File: config.mk
export PLATFORM = sky130hd
export DESIGN_NAME = gray_frame_writer
export DESIGN_NICKNAME = d
export VERILOG_FILES = /design/src/rtl/gray_frame_writer.sv
export SDC_FILE = /design/constraint.sdc
export NUM_CORES = 1
export LEC_CHECK = 0
export ABC_AREA = 1
export CORE_MARGIN = 1
export CORE_UTILIZATION = 60
export CTS_BUF_LIST = sky130_fd_sc_hd__clkbuf_4
export CTS_CLUSTER_DIAMETER = 60
export DETAILED_ROUTE_END_ITERATION = 12
export DONT_BUFFER_PORTS = 1
export PLACE_DENSITY_LB_ADDON = 0.25
export SYNTH_ARGS = -nofsm -noshare
export SYNTH_HDL_FRONTEND = slang
export SYNTH_SLANG_ARGS = --single-unit
File: constraint.sdc
create_clock -name clk -period 4.6 [get_ports clk]
set_clock_uncertainty 0.05 [all_clocks]
set_input_delay 0.92 -clock clk [delete_from_list [all_inputs] [get_ports clk]]
set_output_delay 0.92 -clock clk [all_outputs]
set_load 0.005 [all_outputs]
File: src/rtl/gray_frame_writer.sv
// gray_frame_writer: packs 8-bit gray pixels into 32-bit words for the frame buffer.
// Optional GRAY_WRITER_CHECKSUM_EN adds a running checksum of accepted words.
module gray_frame_writer #(
  parameter int IMG_WIDTH         = 300,
  parameter int IMG_HEIGHT        = 300,
  parameter int IMAGE_START_ADDR1 = 0,
  parameter int IMAGE_START_ADDR2 = 22501
) (
  input  logic        clk,
  input  logic        rst_n,
  input  logic        start,
  input  logic        imageSelector,
  input  logic        pix_valid,
  input  logic [7:0]  pix_data,
  output logic        pix_ready,
  output logic [21:0] address,
  output logic [31:0] mem_wdata,
  output logic        mem_we,
  input  logic        mem_ready,
  output logic        busy,
  output logic        done
`ifdef GRAY_WRITER_CHECKSUM_EN
  ,
  output logic [31:0] checksum
`endif
);

  localparam int TOTAL_PIX   = IMG_WIDTH * IMG_HEIGHT;
  localparam int TOTAL_WORDS = (TOTAL_PIX + 3) / 4;
  localparam int PW          = $clog2(TOTAL_PIX + 1);

  typedef logic [PW-1:0] pix_t;

  localparam pix_t        PIX_LAST  = pix_t'(TOTAL_PIX - 1);
  localparam logic [21:0] WORD_LAST = 22'(TOTAL_WORDS - 1);
  localparam logic [21:0] BASE0     = 22'(IMAGE_START_ADDR1);
  localparam logic [21:0] BASE1     = 22'(IMAGE_START_ADDR2);

  typedef enum logic [1:0] {
    IDLE,
    FILL,
    WRITE,
    DONE
  } state_e;

  state_e      state_q, state_d;
  logic [21:0] base_q, base_d;
  logic [21:0] word_q, word_d;
  logic [21:0] addr_q, addr_d;
  pix_t        pcnt_q, pcnt_d;
  logic [1:0]  lane_q, lane_d;
  logic [31:0] pack_q, pack_d;
  logic [31:0] wdata_q, wdata_d;

  logic go;
  logic take;
  logic word_full;
  logic wr_acc;

  assign go        = (state_q == IDLE) && start;
  assign take      = (state_q == FILL) && pix_valid;
  assign word_full = take && ((lane_q == 2'd3) || (pcnt_q == PIX_LAST));
  assign wr_acc    = (state_q == WRITE) && mem_ready;

  // State register and datapath registers
  always_ff @(posedge clk) begin
    if (!rst_n) begin
      state_q <= IDLE;
      base_q  <= '0;
      word_q  <= '0;
      addr_q  <= '0;
      pcnt_q  <= '0;
      lane_q  <= '0;
      pack_q  <= '0;
      wdata_q <= '0;
    end else begin
      state_q <= state_d;
      base_q  <= base_d;
      word_q  <= word_d;
      addr_q  <= addr_d;
      pcnt_q  <= pcnt_d;
      lane_q  <= lane_d;
      pack_q  <= pack_d;
      wdata_q <= wdata_d;
    end
  end

  // Next-state logic
  always_comb begin
    state_d = state_q;
    unique case (state_q)
      IDLE:    if (start) state_d = FILL;
      FILL:    if (word_full) state_d = WRITE;
      WRITE:   if (mem_ready) state_d = (word_q == WORD_LAST) ? DONE : FILL;
      DONE:    state_d = IDLE;
      default: state_d = IDLE;
    endcase
  end

  // Packing, counters and the registered write word/address
  always_comb begin
    base_d  = base_q;
    word_d  = word_q;
    addr_d  = addr_q;
    pcnt_d  = pcnt_q;
    lane_d  = lane_q;
    pack_d  = pack_q;
    wdata_d = wdata_q;
    if (go) begin
      base_d = imageSelector ? BASE1 : BASE0;
      word_d = '0;
      pcnt_d = '0;
      lane_d = '0;
      pack_d = '0;
    end
    if (take) begin
      pack_d[{lane_q, 3'b000} +: 8] = pix_data;
      lane_d = lane_q + 2'd1;
      pcnt_d = pcnt_q + pix_t'(1);
    end
    if (word_full) begin
      wdata_d = pack_d;
      addr_d  = base_q + word_q;
    end
    if (wr_acc) begin
      word_d = word_q + 22'd1;
      pack_d = '0;
      lane_d = '0;
    end
  end

  // Outputs decoded from state
  always_comb begin
    pix_ready = (state_q == FILL);
    mem_we    = (state_q == WRITE);
    busy      = (state_q != IDLE);
    done      = (state_q == DONE);
  end

  assign address   = addr_q;
  assign mem_wdata = wdata_q;

`ifdef GRAY_WRITER_CHECKSUM_EN
  logic [31:0] csum_q, csum_d;

  // Running sum of every word the memory accepts
  always_comb begin
    csum_d = csum_q;
    if (go) begin
      csum_d = '0;
    end else if (wr_acc) begin
      csum_d = csum_q + wdata_q;
    end
  end

  // Checksum register
  always_ff @(posedge clk) begin
    if (!rst_n) begin
      csum_q <= '0;
    end else begin
      csum_q <= csum_d;
    end
  end

  assign checksum = csum_q;
`endif

endmodule

==> results_dict.tcl <==
set metrics [dict create \
    status "completed" \
    drc 0 \
    fmax_mhz 382 \
    antenna_found_initial 0 \
    syn_inst 989 \
    cts.sinks 130 \
    hold_path.class "flip-flop to flip-flop" \
    die_h_um 108 \
    crit_arrival_ns 3.01 \
    start_util 0.616 \
    synth_area_um2 6710 \
    required_ns 4.99 \
    syn_nets 1021 \
    die_w_um 108 \
    rsz0062_at_grt "no" \
    die_area_um2 11600 \
    async_reset_ff_frac 0 \
    ys_seq_area_frac 0.388 \
    ys.flop_type "dfxtp_1" \
    layout.nets 1001 \
    cts_made_buffers 17 \
    worstSetupPathType "flip-flop to flip-flop" \
    wl_per_cell_um 14.6 \
    vias 6363 \
    fin_crit_ns 2.62 \
    hold_ws_ns 0.438 \
    grt_pass1_vias 5688 \
    clk_path_buf_depth 2 \
    hpwl_mm 11.6 \
    drive_gt1_frac 0.0448 \
    maxCapViolations 0 \
    ctsRootBufferMaster "clkbuf_4" \
    ant_nets 0 \
    drt_iter0_drc 565 \
    portBuffers 0 \
    setup_violations 0 \
    avgSynthCellArea_um2 6.78 \
    yosys.cell_types.count 41 \
    post_cts_buffers 0 \
    grt_usage 0.298 \
    clk_latency_ns 0.54 \
    cts_tree "done" \
    placed_cell_area_um2 6690 \
    tns_ns 0 \
    worst_slew_pin_slew_ns 0.912 \
    period_share 0.569 \
    area_delta_synth_final_pct 3.88 \
    crit_fanout 107 \
    place_inst 1090 \
    finalMaxSlewViolations 0 \
    hold_viol_final 0 \
    start_kind "flip-flop" \
    synth_edf_count 0 \
    power.leakage_nw 2.77 \
    fill_cells 1027 \
    gp_congestion 0.926 \
    power_density_nw_per_um2 295 \
    ys_ff_latch 130 \
    cts.hold.buffers_added 0 \
    cp-end-kind "flip-flop" \
    row_count 38 \
    stdcell_count 1122 \
    ir_drop_uv 316 \
    totalWireLength_mm 16.4 \
    yosysWarningCount 0 \
    grt_pass1_wl_mm 27.1 \
    slew_headroom 0.392 \
    stdcell_area_um2 6970 \
    via_per_inst 5.67 \
    h-tree-depth 4 \
    ios 72 \
    antenna_cells 0 \
    drt_pass1_iterations 5 \
    globalRouteOverflowTotal 0 \
    cts.clk_slew.worst_paths_ns 0.11 \
    core_um2 10900 \
    grt_max_degree 108 \
    cts-resized-gates 0 \
]
==> worst paths after layout <==
path                            cells after the start  slack (ns)        from          end
worst max-delay path                                8        1.98  state_q[0]  address[12]
worst min-delay path                                2        0.44   pcnt_q[1]    pcnt_q[1]
worst max register to register                      8        1.98  state_q[0]  address[12]
worst min register to register                      2        0.44   pcnt_q[1]    pcnt_q[1]
==> metrics by stage <==
stage | util | worst slack (ns) | total power, mW
3_3_place_gp | 0.614 | 1.71 | 1.31
6_report | 0.640 | 1.98 | 2.05
5_1_grt | 0.640 | 1.68 | 2.13
4_1_cts | 0.640 | 2.02 | 2.07
3_5_place_dp | 0.614 | 1.62 | 1.31
2_1_floorplan | - | 2.67 | 1.28
==> cells in the mapped netlist, types with 3 or more instances <==
master,n,share of area
nand2_1,205,0.11
dfxtp_1,130,0.39
inv_1,129,0.072
nor2_1,106,0.059
nand3_1,100,0.075
o21ai_0,84,0.063
a21oi_1,77,0.057
buf_2,19,0.014
ha_1,18,0.034
nand4_1,16,0.015
nor3_1,14,0.010
clkbuf_1,11,0.0062
o31ai_1,9,0.010
a211oi_1,8,0.0090
xnor2_1,7,0.0091
buf_4,6,0.0067
a31oi_1,5,0.0047
o211a_1,5,0.0075
xor2_1,4,0.0052
buf_1,3,0.0017
nand2_2,3,0.0028
o211ai_1,3,0.0034
or2_1,3,0.0028
==> logic make-up after synthesis <==
kind of cell | synth area share
compound gates | 0.170
xor+xnor | 0.0144
fa+ha+maj | 0.0336
buf+inv | 0.106
flops | 0.388
simple gates | 0.287
==> final cells by class <==
cell class | count | area [µm²] | share of cell area
sequential | 130 | 2600 | 0.373
clock inverter | 13 | 135 | 0.0194
tap | 140 | 175 | 0.0251
inverter | 131 | 492 | 0.0706
timing repair buffer | 3 | 22.5 | 0.00323
multi-input combinational | 686 | 3400 | 0.488
clock buffer | 19 | 143 | 0.0205
==> power breakdown <==
group / internal, mW / leakage (nW) / total, mW / switching, mW
combinational: 0.0347 / 1.58 / 0.143 / 0.108
clock: 0.333 / 0.144 / 0.770 / 0.436
sequential: 1.13 / 1.05 / 1.14 / 0.00958
==> placed cells by master (no fill, tap or decap), types with 3 or more instances in the layout <==
cell / instances
a211oi_1: 8
a21oi_1: 77
a31oi_1: 5
buf_4: 3
clkbuf_4: 19
clkinv_1: 3
clkinvlp_4: 3
dfxtp_1: 130
ha_1: 18
inv_1: 129
nand2_1: 205
nand3_1: 100
nand4_1: 16
nor2_1: 106
nor3_1: 14
o211a_1: 5
o211ai_1: 3
o21ai_0: 84
o31ai_1: 9
or2_1: 3
xnor2_1: 7
xor2_1: 4
==> flip-flops by register name, summed over array words and instances (netlist names) <==
register and flops:
address 22, base_q 1, lane_q 2, mem_wdata 32, pack_q 32, pcnt_q 17, state_q 2, word_q 22
==> layer usage <==
metal,track usage,wire length (µm),vias to the layer above
li1,-,-,3209
met1,0.411,7510,2907
met2,0.441,7030,226
met3,0.100,1610,21
met4,0.0822,228,0
met5,0,0,-
==> critical path, stage by stage, from the launching register on <==
cell and delay [ns]:
dfxtp_1 0.38, nand2_1 0.18, nor2_2 0.12, buf_4 0.25
nand2_1 0.37, nand2_4 0.81, nand3_1 0.19, nand3_1 0.12
inv_1 0.04
Power figures use the tool's default switching activity.
